--- src/rtl/denoise_pkg.sv ---
// Shared constants, state encoding and helpers for the temporal blend stage.
package denoise_pkg;

    localparam int CH_W      = 10;
    localparam int ALPHA_W   = 5;
    localparam int ALPHA_ONE = 16;
    localparam int NUM_CH    = 3;
    localparam int PROD_W    = CH_W + ALPHA_W;
    localparam int STAGES    = 2;

    localparam int R_LSB = 20;
    localparam int B_LSB = 10;
    localparam int G_LSB = 0;

    typedef enum logic {
        SEEK = 1'b0,
        RUN  = 1'b1
    } blend_state_e;

    // Channel index to bit offset: 0 = G, 1 = B, 2 = R.
    function automatic int ch_lsb(input int c);
        case (c)
            0:       return G_LSB;
            1:       return B_LSB;
            default: return R_LSB;
        endcase
    endfunction

    function automatic logic [ALPHA_W-1:0] clamp_alpha(input logic [ALPHA_W-1:0] a);
        return (a > ALPHA_W'(ALPHA_ONE)) ? ALPHA_W'(ALPHA_ONE) : a;
    endfunction

endpackage

--- src/rtl/blend_ch.sv ---
// One 10-bit channel of the temporal blend: stage 1 weights, stage 2 sums and scales.
// TEMPORAL_BLEND_MOTION_EN adds the per-channel motion compare.
module blend_ch
    import denoise_pkg::*;
(
    input  logic               aclk,
    input  logic               aresetn,
    input  logic               en,
    input  logic [ALPHA_W-1:0] alpha,
    input  logic               bypass,
    input  logic [CH_W-1:0]    filt,
    input  logic [CH_W-1:0]    prev,
`ifdef TEMPORAL_BLEND_MOTION_EN
    input  logic [CH_W-1:0]    motion_thresh,
    output logic               motion,
`endif
    output logic [CH_W-1:0]    pix
);

    logic [ALPHA_W-1:0] alpha_inv;
    logic [PROD_W-1:0]  a_q, b_q;
    logic [CH_W-1:0]    filt_q;
    logic               byp_q;
    logic [CH_W-1:0]    avg;
    logic               unused_msb;
    logic [3:0]         unused_frac;

    assign alpha_inv = ALPHA_W'(ALPHA_ONE) - alpha;

`ifdef TEMPORAL_BLEND_MOTION_EN
    logic [CH_W-1:0] diff;
    assign diff   = (filt >= prev) ? (filt - prev) : (prev - filt);
    assign motion = diff > motion_thresh;
`endif

    always_ff @(posedge aclk) begin
        if (!aresetn) begin
            a_q    <= '0;
            b_q    <= '0;
            filt_q <= '0;
            byp_q  <= 1'b0;
        end else if (en) begin
            a_q    <= PROD_W'(alpha) * PROD_W'(filt);
            b_q    <= PROD_W'(alpha_inv) * PROD_W'(prev);
            filt_q <= filt;
            byp_q  <= bypass;
        end
    end

    // Weights sum to 16, so the sum never exceeds 16368 and >>4 fits 10 bits.
    assign {unused_msb, avg, unused_frac} = a_q + b_q;

    always_ff @(posedge aclk) begin
        if (!aresetn) begin
            pix <= '0;
        end else if (en) begin
            pix <= byp_q ? filt_q : avg;
        end
    end

endmodule

--- src/rtl/temporal_blend.sv ---
// Joins filtered and previous-frame streams, realigns on SOF and emits a
// recursive temporal average. TEMPORAL_BLEND_MOTION_EN enables motion override.
module temporal_blend
    import denoise_pkg::*;
#(
    parameter int DATA_WIDTH = 32,
    parameter int CNT_WIDTH  = 16
) (
    input  logic                  aclk,
    input  logic                  aresetn,

    input  logic [DATA_WIDTH-1:0] s_filt_axis_tdata,
    input  logic                  s_filt_axis_tvalid,
    output logic                  s_filt_axis_tready,
    input  logic                  s_filt_axis_tlast,
    input  logic                  s_filt_axis_tuser,

    input  logic [DATA_WIDTH-1:0] s_prev_axis_tdata,
    input  logic                  s_prev_axis_tvalid,
    output logic                  s_prev_axis_tready,
    input  logic                  s_prev_axis_tlast,
    input  logic                  s_prev_axis_tuser,

    output logic [DATA_WIDTH-1:0] m_axis_tdata,
    output logic                  m_axis_tvalid,
    input  logic                  m_axis_tready,
    output logic                  m_axis_tlast,
    output logic                  m_axis_tuser,

    input  logic [4:0]            alpha,
    input  logic                  bypass,
    input  logic [9:0]            motion_thresh,
    output logic [CNT_WIDTH-1:0]  resync_cnt
);

    blend_state_e state_q, state_d;

    logic adv, f_v, p_v, f_u, p_u;
    logic sof_pair, mismatch;
    logic f_rdy, p_rdy, pair_acc, resync_inc, sof_acc;

    logic [ALPHA_W-1:0] alpha_l, alpha_frame, alpha_use;
    logic               bypass_l, bypass_frame;

    logic [STAGES:0] vld_pipe, user_pipe, last_pipe;

    logic [NUM_CH-1:0][CH_W-1:0] pix;

    assign f_v = s_filt_axis_tvalid;
    assign p_v = s_prev_axis_tvalid;
    assign f_u = s_filt_axis_tuser;
    assign p_u = s_prev_axis_tuser;

    assign adv      = !m_axis_tvalid || m_axis_tready;
    assign sof_pair = f_v && p_v && f_u && p_u;
    assign mismatch = f_v && p_v && (f_u != p_u);

    // Join control: SEEK discards non-SOF heads independently, RUN moves pairs only.
    always_comb begin
        state_d    = state_q;
        f_rdy      = 1'b0;
        p_rdy      = 1'b0;
        pair_acc   = 1'b0;
        resync_inc = 1'b0;
        if (aresetn && adv) begin
            case (state_q)
                SEEK: begin
                    f_rdy    = !f_u || sof_pair;
                    p_rdy    = !p_u || sof_pair;
                    pair_acc = sof_pair;
                    if (sof_pair) state_d = RUN;
                end
                RUN: begin
                    if (mismatch) begin
                        state_d    = SEEK;
                        resync_inc = 1'b1;
                    end else begin
                        f_rdy    = p_v;
                        p_rdy    = f_v;
                        pair_acc = f_v && p_v;
                    end
                end
                default: state_d = SEEK;
            endcase
        end
    end

    assign s_filt_axis_tready = f_rdy;
    assign s_prev_axis_tready = p_rdy;

    always_ff @(posedge aclk) begin
        if (!aresetn) begin
            state_q    <= SEEK;
            resync_cnt <= '0;
        end else begin
            state_q <= state_d;
            if (resync_inc && resync_cnt != '1) resync_cnt <= resync_cnt + 1'b1;
        end
    end

    // The SOF pixel itself already uses the new frame's controls.
    assign sof_acc      = pair_acc && f_u;
    assign alpha_frame  = sof_acc ? clamp_alpha(alpha) : alpha_l;
    assign bypass_frame = sof_acc ? bypass : bypass_l;

    always_ff @(posedge aclk) begin
        if (!aresetn) begin
            alpha_l  <= ALPHA_W'(ALPHA_ONE);
            bypass_l <= 1'b0;
        end else if (sof_acc) begin
            alpha_l  <= alpha_frame;
            bypass_l <= bypass_frame;
        end
    end

`ifdef TEMPORAL_BLEND_MOTION_EN
    logic [NUM_CH-1:0] motion_vec;
    assign alpha_use = (|motion_vec) ? ALPHA_W'(ALPHA_ONE) : alpha_frame;
`else
    assign alpha_use = alpha_frame;
`endif

    for (genvar c = 0; c < NUM_CH; c++) begin : g_ch
        localparam int LSB = ch_lsb(c);
        blend_ch u_ch (
            .aclk          (aclk),
            .aresetn       (aresetn),
            .en            (adv),
            .alpha         (alpha_use),
            .bypass        (bypass_frame),
            .filt          (s_filt_axis_tdata[LSB +: CH_W]),
            .prev          (s_prev_axis_tdata[LSB +: CH_W]),
`ifdef TEMPORAL_BLEND_MOTION_EN
            .motion_thresh (motion_thresh),
            .motion        (motion_vec[c]),
`endif
            .pix           (pix[c])
        );
    end

    // Sideband follows filt and shifts in lockstep with the datapath.
    assign vld_pipe[0]  = pair_acc;
    assign user_pipe[0] = f_u;
    assign last_pipe[0] = s_filt_axis_tlast;

    always_ff @(posedge aclk) begin
        if (!aresetn) begin
            vld_pipe[STAGES:1]  <= '0;
            user_pipe[STAGES:1] <= '0;
            last_pipe[STAGES:1] <= '0;
        end else if (adv) begin
            vld_pipe[STAGES:1]  <= vld_pipe[STAGES-1:0];
            user_pipe[STAGES:1] <= user_pipe[STAGES-1:0];
            last_pipe[STAGES:1] <= last_pipe[STAGES-1:0];
        end
    end

    assign m_axis_tvalid = vld_pipe[STAGES];
    assign m_axis_tuser  = user_pipe[STAGES];
    assign m_axis_tlast  = last_pipe[STAGES];
    assign m_axis_tdata  = {{(DATA_WIDTH-NUM_CH*CH_W){1'b0}}, pix};

    logic unused_inputs;
`ifdef TEMPORAL_BLEND_MOTION_EN
    assign unused_inputs = ^{s_prev_axis_tlast,
                             s_filt_axis_tdata[DATA_WIDTH-1:NUM_CH*CH_W],
                             s_prev_axis_tdata[DATA_WIDTH-1:NUM_CH*CH_W]};
`else
    assign unused_inputs = ^{s_prev_axis_tlast, motion_thresh,
                             s_filt_axis_tdata[DATA_WIDTH-1:NUM_CH*CH_W],
                             s_prev_axis_tdata[DATA_WIDTH-1:NUM_CH*CH_W]};
`endif

endmodule

--- config.mk ---
export PLATFORM = sky130hd
export DESIGN_NAME = temporal_blend
export DESIGN_NICKNAME = d
export VERILOG_FILES = /design/src/rtl/denoise_pkg.sv /design/src/rtl/blend_ch.sv /design/src/rtl/temporal_blend.sv
export SDC_FILE = /design/constraint.sdc
export NUM_CORES = 1
export LEC_CHECK = 0
export BUFFER_PORTS_ARGS = -buffer_cell sky130_fd_sc_hd__buf_2
export CORE_MARGIN = 2
export CORE_UTILIZATION = 50
export CTS_CLUSTER_DIAMETER = 200
export CTS_CLUSTER_SIZE = 25
export DETAILED_ROUTE_END_ITERATION = 10
export GPL_TIMING_DRIVEN = 0
export PLACE_DENSITY = 0.78
export SYNTH_ARGS = -nofsm -noshare
export SYNTH_HDL_FRONTEND = slang
export SYNTH_HIERARCHICAL = 1
export SYNTH_SLANG_ARGS = --single-unit
export TNS_END_PERCENT = 20
--- constraint.sdc ---
create_clock -name aclk -period 6.4 [get_ports aclk]
set_input_delay 1.28 -clock aclk [delete_from_list [all_inputs] [get_ports aclk]]
set_output_delay 1.28 -clock aclk [all_outputs]
set_load 0.01 [all_outputs]
* Yosys cells after proc, flatten, opt, wreduce, memory -nomap -nowiden
Index checks and enable logic that the tools add are counted.
** Operators by class
- Add/sub/neg operators :: 5
- Multipliers :: 6
- $lt $le $gt $ge :: 1
- Equality and inequality tests :: 2
- Multiplexer cells :: 21
- Bitwise gates (word level) :: 1
- Reductions and logical operators :: 13
** Operator list (count)
- $mul A5 B10 Y14 :: 6
- $add A14 B14 Y14 :: 3
- $mux W10 :: 3
- $add A16 B1 Y16 const B :: 1
- $ne A16 B16 Y1 const B :: 1
- $mux W1 :: 12
- $mux W5 :: 2
- $pmux W1 S2 :: 4
- $logic_and A1 B1 Y1 :: 7
- $gt A5 B5 Y1 const B :: 1
- $sub A5 B5 Y5 const A :: 1
- $logic_not A1 Y1 :: 3
- $logic_or A1 B1 Y1 :: 3
- $ne A1 B1 Y1 :: 1
- $not A1 Y1 :: 1
** Word-level totals
- Bits in registers :: 174
- Output and inout bits :: 53

* Logic depth before layout (Yosys ltp)
- Depth in word-level cells :: 9
- Gate-level depth with buffers :: 25
- Gate-level depth less buffers :: 23

* Cells and area by module
The synthesis kept the hierarchy.
** By module, submodules not included
- blend_ch at g_ch[1].u_ch :: times used 1, cells an instance 622, area each 5283.8 um^2
- blend_ch at g_ch[0].u_ch :: times used 1, cells an instance 621, area each 5271.3 um^2
- blend_ch at g_ch[2].u_ch :: times used 1, cells an instance 596, area each 5117.4 um^2
- temporal_blend :: times used 1, cells an instance 177, area each 1502.7 um^2

* Least setup slack after synthesis
OpenSTA, ideal clock, no wires.
- Kind :: input port to flip-flop
- From :: in m_axis_tready
- To :: reg g_ch[1].u_ch.b_q[13]
- Arrival time :: 6.753 ns
- Required time :: 6.326 ns
- Path slack :: -0.427 ns
- Stages :: 23
- Buffers on the path :: 2
- Path through :: nor2b_4 -> buf_6 -> clkinv_1 -> nand4_1 -> mux2_2 -> clkbuf_1 -> inv_1 -> ha_1 -> nor3b_2 -> xor2_2 -> and2_1 -> fa_1 -> fa_1 -> inv_1 -> fa_1 -> inv_1 -> ha_1 -> a2111oi_1 -> a21oi_1 -> nand3b_1 -> a31oi_1 -> or3_1 -> a31oi_1
** Between the ends
- Longest elaborated chain between the ends :: 7
** RTL lines
- start: declaration :: RTL line temporal_blend.sv:26 : input logic m_axis_tready,
- $logic_or A1 B1 Y1 :: RTL line temporal_blend.sv:54 : assign adv = !m_axis_tvalid || m_axis_tready;
- via adv :: RTL line temporal_blend.sv:38 : logic adv, f_v, p_v, f_u, p_u;
- $logic_and A1 B1 Y1 :: RTL line temporal_blend.sv:65 : if (aresetn && adv) begin
- $mux W1 :: RTL line temporal_blend.sv:65
- $logic_and A1 B1 Y1 :: RTL line temporal_blend.sv:102 : assign sof_acc = pair_acc && f_u;
- $mux W5 :: RTL line temporal_blend.sv:103 : assign alpha_frame = sof_acc ? clamp_alpha(alpha) : alpha_l;
- via alpha_frame[0] :: RTL line temporal_blend.sv:42 : logic [ALPHA_W-1:0] alpha_l, alpha_frame, alpha_use;
- $sub A5 B5 Y5 :: RTL line blend_ch.sv:28 : assign alpha_inv = ALPHA_W'(ALPHA_ONE) - alpha;
- $mul A5 B10 Y14 :: RTL line blend_ch.sv:44 : b_q <= PROD_W'(alpha_inv) * PROD_W'(prev);
- end signal: assignment :: RTL line blend_ch.sv:44
- end: declaration :: RTL line blend_ch.sv:21 : logic [PROD_W-1:0] a_q, b_q;
The timed path passes the listed nets, and every way through them passes these cells.
A chain may end at the register's enable or synchronous reset.

* Worst setup path in the final report
Same ends and word-level chain as after synthesis.

==> results.yml <==
sta:
  fin_skew_ps: 11.28
  timing.final.crit_share_pct: 97.30
  relSlewSlack_pct: 48.29
  fin_tns_setup_ps: 0
  min_period_ps: 6227
  setup_viol: 0
  clock.fmax_mhz: 160.6
  tightest_slew_ps: 768.6
  fin_ws_ps: 172.6
  finalHoldViolations: 0
  drv_slew: 0
cts:
  cts_hold_repair.buffers: 0
  cts_buffer_depth: 2
  clkTransAtPathRegs_ps: 70
  cts-buffers-inserted: 17
  cts_sinks: 176
  cts_tree: "done"
  worst_skew_pair.late_latency_ps: 450
  htree_levels: 4
  root_buffer: "clkbuf_16"
global_route:
  grt_max_degree: 24
  gr-usage-all-layers_pct: 24.46
  grt_pass1_wl_microns: 71450
  grt_overflow: 0
  antenna_found_initial: 3
  grt_pass1_vias: 14780
synth:
  yosys.area.top_type_share_pct: 20.51
  synth-seq-cells: 176
  synthDistinctLibCells: 85
  synth_edf_count: 0
  yosys_warnings: 6
  netlist_instances: 2016
  synth.area.top_cells: "dfxtp_1 (21%), fa_1 (16%), ha_1 (13%), and2_1 (6.8%), inv_1 (5.1%)"
  synthesis.area_sq_um: 17180
  synth_top_area_cell: "dfxtp_1"
  synthArstFlopShare_pct: 0
  seq_area_frac_synth_pct: 20.51
  syn_area_per_cell_sq_um: 8.519
  synth_ff_type: "dfxtp_1"
drt:
  firstDrtPassIters: 7
  vias_per_cell: 5.631
  drc_errors: 0
  wl_per_cell_microns: 16.58
  vias: 14900
  ant_nets: 0
  wirelength_microns: 43850
  drt_iter0_drc: 944
placement:
  pre_cts_slack_ps: -1660
  post-place-cells: 2588
  numPortBuffers: 123
  place_hpwl_microns: 33350
  gp_congestion: 0.9519
  placed_area_sq_um: 18400
cells_and_area:
  drive_above_1_share_pct: 13.02
  syn2layout_area_growth_pct: 13.59
  layout_common_cells: "inv_1 (233), nand2_1 (196), and2_1 (182), dfxtp_1 (176), ha_1 (160)"
  final_nets: 2582
  layout.cells.most_common: "inv_1"
  finalNonFillerCells: 2645
  design_area_sq_um: 19510
floorplan:
  pin_count: 142
  die_width_microns: 189.3
  rows: 67
  start_util_pct: 50.97
  die_h_microns: 189.3
  core-area_sq_um: 33700
  die_area_sq_um: 35850
pwr:
  internal-power_mw: 1.992
  seqPwrFrac_pct: 41.4
  clkPwrFrac_pct: 36.2
  p_leak_nw: 9.762
  peakVddDrop_mv: 0.1818
  p_comb_share_pct: 22.3
  p_per_area_nw_per_um2: 148.2
  p_sw_mw: 0.8995
  swShare_pct: 31.10
setup_path:
  path_max_fanout: 12
  cp.arrival_ps: 6600
  timing.rr.start: "m_axis_tvalid$_SDFFE_PN0N_"
  end_kind: "flip-flop"
  worstSetupPathType: "in2reg"
  cp.required_ps: 6780
  cp-startpoint: "m_axis_tready"
  critPathLaunchType: "input port"
run:
  maxCapViolCount: 0
worst_hold_path:
  hold_path_class: "reg2reg"
  hp-start: "m_axis_tlast$_SDFFE_PN0N_"
status:
  run_status: "completed"
[final timing paths]
| kind | to | slack, ps | cells past startpoint |
|---|---|---|---|
| hold / removal | m_axis_tlast$_SDFFE_PN0N_ | 470 | 2 |
| hold reg to reg | m_axis_tlast$_SDFFE_PN0N_ | 470 | 2 |
| setup reg to reg | g_ch[1].u_ch/b_q[13]$_SDFFE_PN0P_ | 710 | 24 |
| setup / recovery | g_ch[1].u_ch/b_q[13]$_SDFFE_PN0P_ | 170 | 25 |
[kinds of logic after synthesis]
kind of cell	share of synthesized area, %
xor+xnor	4.881
other cells	0.02183
compound gates	13.60
simple gates	20.09
mux	5.362
buf+inv	6.913
fa+ha+maj	28.62
flops	20.51
[cell usage after synthesis (49+ instances only)]
library cell    n
inv_1         233
nand2_1       196
and2_1        186
dfxtp_1       176
ha_1          172
nor2_1        139
fa_1          138
a21oi_1       115
mux2i_1        83
xnor2_1        67
o21ai_0        56
clkbuf_1       49
[timing repair]
item,CTS,global route
cloned,0,1
endpoints found under the setup margin,29,20
pin swaps,5,10
setup buffers,12,12
resized for setup,22,46
[state kept, by name, summed over array words and instances, names as in the netlist]
signal	cells
g_ch.u_ch/filt_q	30
alpha_l	5
user_pipe	1
bypass_l	1
g_ch.u_ch/byp_q	3
resync_cnt	16
m_axis_tuser	1
g_ch.u_ch/a_q	42
vld_pipe	1
last_pipe	1
m_axis_tlast	1
g_ch.u_ch/pix	30
g_ch.u_ch/b_q	42
state_q	1
m_axis_tvalid	1
[worst max-delay path, cell delays in order]
cell and delay, ps:
buf_2 110, nor2b_4 130, buf_12 130, clkinv_8 90, nand4_1 110, buf_6 130
mux2_4 380, buf_8 160, inv_1 90, ha_4 160, nor3b_4 260, xor2_4 260
and2_4 190, fa_1 410, fa_1 540, inv_1 50, fa_1 520, inv_1 60
ha_4 270, a2111oi_4 380, o21ai_2 130, nand3b_1 150, a31oi_1 110, or3_1 320
a31oi_1 170
[power by group through the flow]
stage | combinational, mW | clock [mW] | sequential [mW]
after floorplan | 0.424 | 0 | 1.22
after global placement | 0.590 | 0 | 1.22
after detailed placement | 0.612 | 0 | 1.22
after CTS | 0.627 | 1.06 | 1.20
after global routing | 0.720 | 1.10 | 1.20
final | 0.646 | 1.05 | 1.20
[per-layer routing]
metal  track usage, %  routed length, microns  up-vias
met5                0                      20        -
met4            8.736                    1166        4
met3            3.466                    2006       88
met2            41.62                   21160      417
met1            31.72                   19490     7283
li1                 -                       -     7103
[final cells by class]
class / count / area [sq um]
tap: 448 / 560.5
antenna: 1 / 2.502
clock buffer: 20 / 456.7
timing repair inverter: 1 / 8.758
inverter: 237 / 902.1
clock inverter: 12 / 125.1
timing repair buffer: 147 / 805.8
sequential: 176 / 3523
buffer: 69 / 341.6
fill: 3006 / 14190
multi-input combinational: 1534 / 12780
[stage by stage]
stage                     hold slack [ps]  power [mW]  utilization (%)
after global placement              439.1       1.810            54.61
after CTS                           464.1       2.883            56.94
after detailed placement            445.2       1.833            54.61
after global routing                492.2       3.022            57.89
after floorplan                     426.8       1.642                -
final                               466.3       2.892            57.89
No activity file was read; power rests on OpenSTA's default activity.
